===== config.mk =====
export PLATFORM = sky130hd
export DESIGN_NAME = circle_engine_flat
export DESIGN_NICKNAME = d
export VERILOG_FILES = /design/src/rtl/circle_pkg.sv /design/src/rtl/circle_if.sv /design/src/rtl/circle_clip.sv /design/src/rtl/circle_engine.sv /design/src/flat_wrapper.sv
export SDC_FILE = /design/constraint.sdc
export NUM_CORES = 1
export LEC_CHECK = 0
export BUFFER_PORTS_ARGS = -buffer_cell sky130_fd_sc_hd__clkbuf_2
export CAP_MARGIN = 25
export CORE_ASPECT_RATIO = 0.75
export CORE_MARGIN = 1
export CORE_UTILIZATION = 40
export DETAILED_ROUTE_END_ITERATION = 6
export PLACE_DENSITY = 0.53
export SLEW_MARGIN = 20
export SYNTH_ARGS = -nofsm -noshare
export SYNTH_HDL_FRONTEND = slang
export SYNTH_SLANG_ARGS = --single-unit

===== constraint.sdc =====
create_clock -name clk -period 5 [get_ports clk]
set_input_delay 1 -clock clk [delete_from_list [all_inputs] [get_ports clk]]
set_output_delay 1 -clock clk [all_outputs]
set_load 0.005 [all_outputs]

===== src/rtl/circle_pkg.sv =====
// circle_pkg: shared state, octant types and constants for the circle rasteriser
package circle_pkg;
    typedef enum logic [2:0] {IDLE, CLEAR, INIT, OCT, SPAN, STEP, DONE} state_t;
    typedef logic [2:0] oct_t;
    localparam int BLANK_COLOUR = 0;
endpackage


===== src/rtl/circle_if.sv =====
// circle_if: draw request, status and VGA pixel port of the circle engine
interface circle_if #(
    parameter int X_W      = 8,
    parameter int Y_W      = 7,
    parameter int R_W      = 8,
    parameter int COLOUR_W = 3
);
    logic                start, clear_first, fill, busy, done, vga_plot;
    logic [COLOUR_W-1:0] colour, vga_colour;
    logic [X_W-1:0]      centre_x, vga_x;
    logic [Y_W-1:0]      centre_y, vga_y;
    logic [R_W-1:0]      radius;
    modport master (output start, clear_first, fill, colour, centre_x, centre_y, radius,
                    input busy, done, vga_x, vga_y, vga_colour, vga_plot);
    modport slave  (input start, clear_first, fill, colour, centre_x, centre_y, radius,
                    output busy, done, vga_x, vga_y, vga_colour, vga_plot);
endinterface


===== src/rtl/circle_clip.sv =====
// circle_clip: screen-bounds test and truncation of a signed pixel coordinate
module circle_clip #(
    parameter int SCREEN_W = 160,
    parameter int SCREEN_H = 120,
    parameter int X_W      = 8,
    parameter int Y_W      = 7
) (
    input  logic signed [X_W+1:0] x,
    input  logic signed [Y_W+1:0] y,
    output logic                  in_range,
    output logic [X_W-1:0]        xt,
    output logic [Y_W-1:0]        yt
);
    localparam logic signed [X_W+1:0] X_LIM = (X_W+2)'(SCREEN_W);
    localparam logic signed [Y_W+1:0] Y_LIM = (Y_W+2)'(SCREEN_H);
    assign in_range = !x[X_W+1] && !y[Y_W+1] && x < X_LIM && y < Y_LIM;
    assign xt = x[X_W-1:0];
    assign yt = y[Y_W-1:0];
endmodule


===== src/rtl/circle_engine.sv =====
// circle_engine: midpoint circle / filled disc rasteriser with optional screen pre-clear
module circle_engine import circle_pkg::*; #(
    parameter int SCREEN_W = 160,
    parameter int SCREEN_H = 120,
    parameter int X_W      = 8,
    parameter int Y_W      = 7,
    parameter int R_W      = 8,
    parameter int COLOUR_W = 3
) (
    input logic     clk,
    input logic     rst_n,
    circle_if.slave bus
);
    localparam logic [X_W-1:0] X_LAST = X_W'(SCREEN_W - 1);
    localparam logic [Y_W-1:0] Y_LAST = Y_W'(SCREEN_H - 1);

    state_t                state, state_n;
    oct_t                  oct;
    logic [X_W-1:0]        cx, clx, vx, xt;
    logic [Y_W-1:0]        cy, cly, vy, yt;
    logic [R_W-1:0]        rad, ox, oy, ox_s, oy_s;
    logic [COLOUR_W-1:0]   col, vcol;
    logic                  fil, busy, done, vplot, in_range, span_end, clear_end, crit_pos, more;
    logic signed [R_W+1:0] crit, crit_s, sx, hs, nh, ox_e, oy_e;
    logic signed [X_W+1:0] px, cxs, ao;
    logic signed [Y_W+1:0] py, cys, bo;

    assign clear_end = clx == X_LAST && cly == Y_LAST;
    assign crit_pos  = !crit[R_W+1] && crit != '0;
    assign oy_s      = oy + R_W'(1);
    assign ox_s      = crit_pos ? ox - R_W'(1) : ox;
    assign oy_e      = $signed((R_W+2)'(oy_s));
    assign ox_e      = $signed((R_W+2)'(ox_s));
    assign crit_s    = crit + (oy_e <<< 1) + (R_W+2)'(1) - (crit_pos ? (ox_e <<< 1) : (R_W+2)'(0));
    assign more      = oy_s <= ox_s;
    // span index lives in oct[1:0]; spans 0/1 are half-width ox, spans 2/3 half-width oy
    assign hs        = $signed((R_W+2)'(oct[1] ? oy : ox));
    assign nh        = $signed((R_W+2)'((oct[1] | oct[0]) ? oy : ox));
    assign span_end  = sx == hs;

    assign cxs = $signed((X_W+2)'(cx));
    assign cys = $signed((Y_W+2)'(cy));
    assign ao  = $signed((X_W+2)'(oct[0] ? oy : ox));
    assign bo  = $signed((Y_W+2)'((state == SPAN ? oct[1] : oct[0]) ? ox : oy));
    assign px  = state == SPAN ? cxs + (X_W+2)'(sx) : (oct[2] ^ oct[1]) ? cxs - ao : cxs + ao;
    assign py  = (state == SPAN ? oct[0] : oct[2]) ? cys - bo : cys + bo;

    circle_clip #(.SCREEN_W(SCREEN_W), .SCREEN_H(SCREEN_H), .X_W(X_W), .Y_W(Y_W)) u_clip (
        .x(px), .y(py), .in_range(in_range), .xt(xt), .yt(yt)
    );

    assign bus.busy       = busy;
    assign bus.done       = done;
    assign bus.vga_x      = vx;
    assign bus.vga_y      = vy;
    assign bus.vga_colour = vcol;
    assign bus.vga_plot   = vplot;

    // State register
    always_ff @(posedge clk or negedge rst_n)
        if (!rst_n) state <= IDLE;
        else        state <= state_n;

    // Next-state decision
    always_comb begin
        state_n = state;
        case (state)
            IDLE:    if (bus.start) state_n = bus.clear_first ? CLEAR : INIT;
            CLEAR:   if (clear_end) state_n = INIT;
            INIT:    state_n = fil ? SPAN : OCT;
            OCT:     if (oct == 3'd7) state_n = STEP;
            SPAN:    if (span_end && oct[1:0] == 2'd3) state_n = STEP;
            STEP:    state_n = more ? (fil ? SPAN : OCT) : DONE;
            DONE:    if (!bus.start) state_n = IDLE;
            default: state_n = IDLE;
        endcase
    end

    // Request latch, midpoint datapath and registered pixel/status outputs
    always_ff @(posedge clk or negedge rst_n) begin
        if (!rst_n) begin
            cx <= '0; cy <= '0; rad <= '0; col <= '0; fil <= 1'b0;
            ox <= '0; oy <= '0; crit <= '0; sx <= '0; oct <= '0; clx <= '0; cly <= '0;
            busy <= 1'b0; done <= 1'b0; vx <= '0; vy <= '0; vcol <= '0; vplot <= 1'b0;
        end else begin
            vplot <= 1'b0;
            case (state)
                IDLE: if (bus.start) begin
                    cx   <= bus.centre_x;
                    cy   <= bus.centre_y;
                    rad  <= bus.radius;
                    col  <= bus.colour;
                    fil  <= bus.fill;
                    busy <= 1'b1;
                    clx  <= '0;
                    cly  <= '0;
                end
                CLEAR: begin
                    vx    <= clx;
                    vy    <= cly;
                    vcol  <= COLOUR_W'(BLANK_COLOUR);
                    vplot <= 1'b1;
                    cly   <= cly == Y_LAST ? '0 : cly + Y_W'(1);
                    clx   <= cly == Y_LAST ? clx + X_W'(1) : clx;
                end
                INIT: begin
                    ox   <= rad;
                    oy   <= '0;
                    crit <= (R_W+2)'(1) - $signed((R_W+2)'(rad));
                    sx   <= -$signed((R_W+2)'(rad));
                    oct  <= '0;
                end
                OCT: begin
                    vx    <= xt;
                    vy    <= yt;
                    vcol  <= col;
                    vplot <= in_range;
                    oct   <= oct + 3'd1;
                end
                SPAN: begin
                    vx    <= xt;
                    vy    <= yt;
                    vcol  <= col;
                    vplot <= in_range;
                    oct   <= span_end ? oct + 3'd1 : oct;
                    sx    <= span_end ? -nh : sx + (R_W+2)'(1);
                end
                STEP: begin
                    oy   <= oy_s;
                    ox   <= ox_s;
                    crit <= crit_s;
                    sx   <= -ox_e;
                    oct  <= '0;
                    busy <= more;
                    done <= !more;
                end
                DONE: if (!bus.start) done <= 1'b0;
                default: ;
            endcase
        end
    end
endmodule


===== src/flat_wrapper.sv =====
// flat-port wrapper written by rule: the top's interface ports become plain ports
module circle_engine_flat import circle_pkg::*;
#(
    parameter int SCREEN_W = 160,
    parameter int SCREEN_H = 120,
    parameter int X_W      = 8,
    parameter int Y_W      = 7,
    parameter int R_W      = 8,
    parameter int COLOUR_W = 3
)
  (clk, rst_n, bus_start, bus_clear_first, bus_fill, bus_colour, bus_centre_x, bus_centre_y, bus_radius, bus_busy, bus_done, bus_vga_x, bus_vga_y, bus_vga_colour, bus_vga_plot);
  circle_if #(.X_W(X_W), .Y_W(Y_W), .R_W(R_W), .COLOUR_W(COLOUR_W)) bus_i ();
  input logic clk;
  input logic rst_n;
  input wire logic [$bits(bus_i.start)-1:0] bus_start;
  input wire logic [$bits(bus_i.clear_first)-1:0] bus_clear_first;
  input wire logic [$bits(bus_i.fill)-1:0] bus_fill;
  input wire logic [$bits(bus_i.colour)-1:0] bus_colour;
  input wire logic [$bits(bus_i.centre_x)-1:0] bus_centre_x;
  input wire logic [$bits(bus_i.centre_y)-1:0] bus_centre_y;
  input wire logic [$bits(bus_i.radius)-1:0] bus_radius;
  output wire logic [$bits(bus_i.busy)-1:0] bus_busy;
  output wire logic [$bits(bus_i.done)-1:0] bus_done;
  output wire logic [$bits(bus_i.vga_x)-1:0] bus_vga_x;
  output wire logic [$bits(bus_i.vga_y)-1:0] bus_vga_y;
  output wire logic [$bits(bus_i.vga_colour)-1:0] bus_vga_colour;
  output wire logic [$bits(bus_i.vga_plot)-1:0] bus_vga_plot;
  assign bus_i.start = bus_start;
  assign bus_i.clear_first = bus_clear_first;
  assign bus_i.fill = bus_fill;
  assign bus_i.colour = bus_colour;
  assign bus_i.centre_x = bus_centre_x;
  assign bus_i.centre_y = bus_centre_y;
  assign bus_i.radius = bus_radius;
  assign bus_busy = bus_i.busy;
  assign bus_done = bus_i.done;
  assign bus_vga_x = bus_i.vga_x;
  assign bus_vga_y = bus_i.vga_y;
  assign bus_vga_colour = bus_i.vga_colour;
  assign bus_vga_plot = bus_i.vga_plot;
  circle_engine #(.SCREEN_W(SCREEN_W), .SCREEN_H(SCREEN_H), .X_W(X_W), .Y_W(Y_W), .R_W(R_W), .COLOUR_W(COLOUR_W)) u_core (.clk(clk), .rst_n(rst_n), .bus(bus_i));
endmodule

Yosys cells after proc, flatten, opt, wreduce, memory -nomap -nowiden

Index checks and enable logic that the tools add are counted.
Widths: inputs -> output; s select.

Register bits after elaboration: 105
Bits of input ports: 31
Output and inout bits: 21
Logic and storage cells: 129

Add/subtract/negate cells: 18
Order comparisons: 3
Eq/ne operators: 18
Mux-type cells: 41
Bitwise logic cells: 2
Reductions and logical operators: 28

Operator list:

| kind                  | number |
|---|---|
| $pmux 8 s2            | 4 |
| $mux 8                | 7 |
| $mux 10               | 3 |
| $pmux 10 s3           | 1 |
| $pmux 7 s2            | 2 |
| $mux 3                | 8 |
| $pmux 3 s7            | 1 |
| $add 10x2->10 const B | 2 |
| $add 9x10->10         | 2 |
| $neg 8->10            | 2 |
| $pmux 10 s2           | 1 |
| $mux 9                | 2 |
| $add 8x1->8 const B   | 2 |
| $mux 7                | 2 |
| $eq 3x3->1 const B    | 4 |
| $add 10x10->10        | 1 |
| $eq 10x10->1          | 1 |
| $lt 10x9->1 const B   | 1 |
| $neg 10->10           | 1 |
| $reduce_and 2->1      | 5 |
| $reduce_bool 10->1    | 1 |
| $reduce_bool 2->1     | 5 |
| $sub 10x10->10        | 1 |
| $sub 9x10->10         | 1 |
| other kinds (29)      | 50 |

Longest topological paths before layout

Depth after elaboration: 10
Mapped depth: 19
Gate-level depth less buffers: 17

By module

A second synthesis with hierarchy kept.

Cell total of the unflattened synthesis: 1,017
Area, all modules: 8,819.7 sq um

Modules (own cells, without submodules):

| module        | times used | cells each | area an instance (sq um) | sequential area each (sq um) |
|---|---|---|---|---|
| circle_engine | 1          | 998        | 8,683.3                  | 2,627.5 |
| circle_clip   | 1          | 19         | 136.4                    | 0.0 |

Least setup slack after synthesis

No wires, ideal clock.

Path type: register -> register
Start: register u_core.state[1]
End: register u_core.vplot, in the netlist u_core.bus.vga_plot
Setup time: 0.104 ns
Arrival time: 3.840 ns
Required time: 4.896 ns
Slack: 1.057 ns
Cell stages (with the launch flop): 19
Path through: dfrtp_1 > or3b_1 > clkbuf_1 > mux2i_1 > buf_4 > clkbuf_1 > nor2_1 > a21oi_1 > ha_1 > o21a_1 > fa_1 > nand2b_1 > a21boi_0 > o21ai_0 > o21ai_0 > a21oi_1 > xnor2_1 > nand4_1 > o41ai_2

Longest elaborated chain between the ends: 10
Elaborated cells on any way between the ends: 19

Ends and longest elaborated chain:

| item                                                                | RTL line             | text |
|---|---|---|
| start: declaration                                                  | circle_engine.sv:17  | `state_t state, state_n;` |
| start signal: assignment                                            | circle_engine.sv:62  | `else state <= state_n;` |
| parallel branches: the longest is 9 deep, another holds $add 8x9->9 | -                    |  |
| $pmux 1 s2 (*)                                                      | circle_engine.sv:87  | `case (state)` |
| end signal: assignment                                              | circle_engine.sv:117 | `vplot <= in_range;` |
| end signal: assignment                                              | circle_engine.sv:124 | `vplot <= in_range;` |
| end: declaration                                                    | circle_engine.sv:23  | `logic fil, busy, done, vplot, in_range, span_end, clear_end, crit_pos, more;` |

Every way passes the cells marked *.
A chain may end at the register's enable or synchronous reset.

Worst setup path after layout

Start: register u_core.ox[0]
End: register u_core.crit[9]

Longest elaborated chain between the ends: 5

Ends and longest elaborated chain:

| item                     | RTL line             | text |
|---|---|---|
| start: declaration       | circle_engine.sv:21  | `logic [R_W-1:0] rad, ox, oy, ox_s, oy_s;` |
| start signal: assignment | circle_engine.sv:107 | `ox <= rad;` |
| start signal: assignment | circle_engine.sv:130 | `ox <= ox_s;` |
| $sub 8x1->8              | circle_engine.sv:31  | `assign ox_s = crit_pos ? ox - R_W'(1) : ox;` |
| $mux 8 (*)               | circle_engine.sv:31  |  |
| $mux 9 (*)               | circle_engine.sv:34  | `assign crit_s = crit + (oy_e <<< 1) + (R_W+2)'(1) - (crit_pos ? (ox_e <<< 1) : (R_W+2)'(0));` |
| $sub 10x10->10 (*)       | circle_engine.sv:34  |  |
| $pmux 10 s2 (*)          | circle_engine.sv:87  |  |
| end signal: assignment   | circle_engine.sv:109 | `crit <= (R_W+2)'(1) - $signed((R_W+2)'(rad));` |
| end signal: assignment   | circle_engine.sv:131 | `crit <= crit_s;` |
| end: declaration         | circle_engine.sv:24  | `logic signed [R_W+1:0] crit, crit_s, sx, hs, nh, ox_e, oy_e;` |

Mark *: on every way between the ends. The rest lies on a longest branch, timed or not.

==> flow_summary.json <==
{
  "status": "finished with violations",
  "failed_checks": "design-rule violations",
  "grt_pass1_wl_um": 40610,
  "yosysWarningCount": 0,
  "slowest_delay_ns": 0.55,
  "cp_max_fo": 7,
  "start_util_pct": 40.91,
  "fin_skew_ns": 0.01522,
  "ctsHoldBuffers": 0,
  "cts_tree": "built",
  "clock_latency_ns": 0.37,
  "syn_area_per_cell_um2": 8.290,
  "critPathSlowestCell": "a311oi_1",
  "slew-limit-headroom_pct": 34.43,
  "ys_ff_latch": 105,
  "critPathTopFamily": "compound AO/OA/AOI/OAI gates",
  "seq_area_frac_synth_pct": 30.24,
  "worst_pin_slew_ns": 0.9746,
  "crit_chain": "inv_1 > ha_1 > inv_1 > a311oi_1 > nand2_1 > xor2_1 > nor2_1 > fa_1 > inv_1 > ha_1 > and2_1 > o21ai_0 > a31oi_1 > xnor2_1 > a21oi_1 > nor2_1 > a211oi_1",
  "coreArea_mm2": 0.02124,
  "num_rows": 46,
  "grt_max_degree": 50,
  "wl_per_cell_um": 18.92,
  "diodes": 0,
  "yosysUniqueCellTypes": 70,
  "fmax_mhz": 234.5,
  "critPathLaunchType": "flop",
  "drtPass1Iterations": 7,
  "slew_viol_final": 0,
  "critPathBufInv": 3,
  "grt_pass1_vias": 6857,
  "timing.setup.tns_ns": 0,
  "pin_count": 52,
  "crit_arrival_ns": 4.54,
  "synth_nets": 1155,
  "layout_commonest_cell": "dfrtp_1",
  "dp_hpwl_um": 19480,
  "hold_class": "in -> async",
  "post_cts_resized": 0,
  "synth-edff-count": 0,
  "fin_crit_sh_pct": 85.29,
  "post-cts-setup-buffers": 0,
  "clk_pin_slew_worst_paths_ns": 0.08,
  "cp_data_required_time_ns": 5.28,
  "routabilityCongestion": 0.8908,
  "crit_top_cell": "inv_1",
  "worst_setup_path_end_kind": "flop",
  "drcViolationCount": 2,
  "max-cap-violations": 0,
  "fin_crit_ns": 4.264,
  "netlist_area_mm2": 0.008688,
  "gr-total-overflow": 0,
  "root_buffer": "clkbuf_16",
  "rsz0062_at_grt": "false",
  "hold_violations": 0,
  "clk_path_buf_depth": 2,
  "dieArea_mm2": 0.02232,
  "async_flop_share_pct": 100.0,
  "viasPerCell": 5.618,
  "postRouteAntennaNets": 0,
  "track_usage_pct": 24.27,
  "cts_made_buffers": 9,
  "cts_num_sinks": 105,
  "antenna_found_initial": 0,
  "dieHeight_um": 129.6,
  "final_cell_mix": "dfrtp_1, nand2_1, nor2_1",
  "ys.flop_type": "dfrtp_1",
  "htree_levels": 3,
  "path_class": "reg -> reg",
  "area_growth_pct": 10.21,
  "synth_cells": 1048,
  "die_x_um": 172.2,
  "drive_gt1_share_pct": 11.46,
  "wirelength_um": 25910,
  "nNetsFinal": 1184,
  "vias": 7696,
  "port_buffers": 51,
  "finalSetupViolCount": 0,
  "drt-initial-drc-count": 644
}
-- per-layer routing --
| layer | vias up | share of wire [%] | GRT usage (%) |
|---|---|---|---|
| met3 | 22 | 7.9 | 4.948 |
| li1 | 3721 | - | - |
| met2 | 285 | 38 | 31.24 |
| met1 | 3668 | 53 | 40.29 |
| met4 | 0 | 0.99 | 4.112 |
| met5 | - | 0 | 0 |
-- worst reg2reg max path, stage by stage (launching register included) --
cell and delay [ns]:
dfrtp_1 0.44, inv_1 0.19, ha_1 0.18, inv_1 0.04
a311oi_1 0.55, nand2_1 0.15, xor2_1 0.53, nor2_1 0.12
fa_1 0.51, inv_1 0.05, ha_1 0.33, and2_1 0.17
o21ai_0 0.23, a31oi_1 0.15, xnor2_1 0.18, a21oi_1 0.15
nor2_1 0.05, a211oi_1 0.15
-- through the flow --
| step | std cells | hold WS, ns | setup slack (ns) | cell area (um^2) | util (%) |
|---|---|---|---|---|---|
| 2_1_floorplan | 1048 | 0.4460 | 1.057 | 8688 | - |
| 3_3_place_gp | 1353 | 0.4630 | 1.008 | 9255 | 43.58 |
| 3_5_place_dp | 1354 | 0.4709 | 0.8895 | 9263 | 43.61 |
| 4_1_cts | 1370 | 0.4688 | 0.8688 | 9575 | 45.09 |
| 5_1_grt | 1370 | 0.4745 | 0.4549 | 9575 | 45.09 |
| 6_report | 1370 | 0.4722 | 0.7357 | 9575 | 45.09 |
-- worst paths after layout --
path / cells past startpoint / slack (ns) / start / to
min in group clk: 2 / 0.49 / u_core.col[2] / u_core.bus.vga_colour[2]
max: 17 / 0.74 / u_core.ox[0] / u_core.crit[9]
max in group asynchronous: 2 / 3.62 / rst_n / u_core.fil
min reg2reg: 2 / 0.49 / u_core.col[2] / u_core.bus.vga_colour[2]
max reg2reg: 17 / 0.74 / u_core.ox[0] / u_core.crit[9]
min: 1 / 0.47 / rst_n / u_core.sx[5]
-- area by class of cell --
class / count / area [um^2]
fill: 2148 / 11660
inverter: 82 / 307.8
clock buffer: 10 / 229.0
timing repair buffer: 74 / 430.4
clock inverter: 6 / 83.83
multi-input combinational: 805 / 5537
tap: 288 / 360.3
sequential: 105 / 2628
-- synth_stat cells (all sizes together) (7+ instances only) --
cell type,count,area [um^2]
a31oi,18,112.6
nand2b,11,68.82
nor2b,10,62.56
o22ai,13,81.33
nor2,96,360.4
o21a,13,97.59
dfrtp,105,2628
and3,12,75.07
xnor2,41,359.1
xor2,43,376.6
ha,64,800.8
or2,8,50.06
or3,7,43.79
mux2i,30,300.3
nor3,21,110.1
clkbuf,46,172.7
fa,12,240.2
mux2,23,259.0
inv,80,300.3
o21ai,81,405.4
nand4,7,50.05
a21oi,66,330.3
buf,10,57.55
nand2,101,379.1
nand3,25,125.1
a22oi,11,82.58
a211oi,10,75.07
-- flip-flops by register name, summed over array words and instances (netlist names), 8 cells and up --
signal            count
u_core.sx            10
u_core.ox             8
u_core.clx            8
u_core.crit          10
u_core.cx             8
u_core.bus.vga_x      8
u_core.rad            8
u_core.oy             8
-- logic make-up after synthesis --
logic type               synth area share, %
AO/OA/AOI/OAI                          19.59
adder cells (fa/ha/maj)                11.98
multiplexers                           6.437
AND/OR/NAND/NOR                        17.09
buffers and inverters                  6.192
flip-flops                             30.24
XOR/XNOR                               8.468
Power is not shown: default switching activity piles up to over one toggle a cycle in this logic, so the estimate is an artifact.
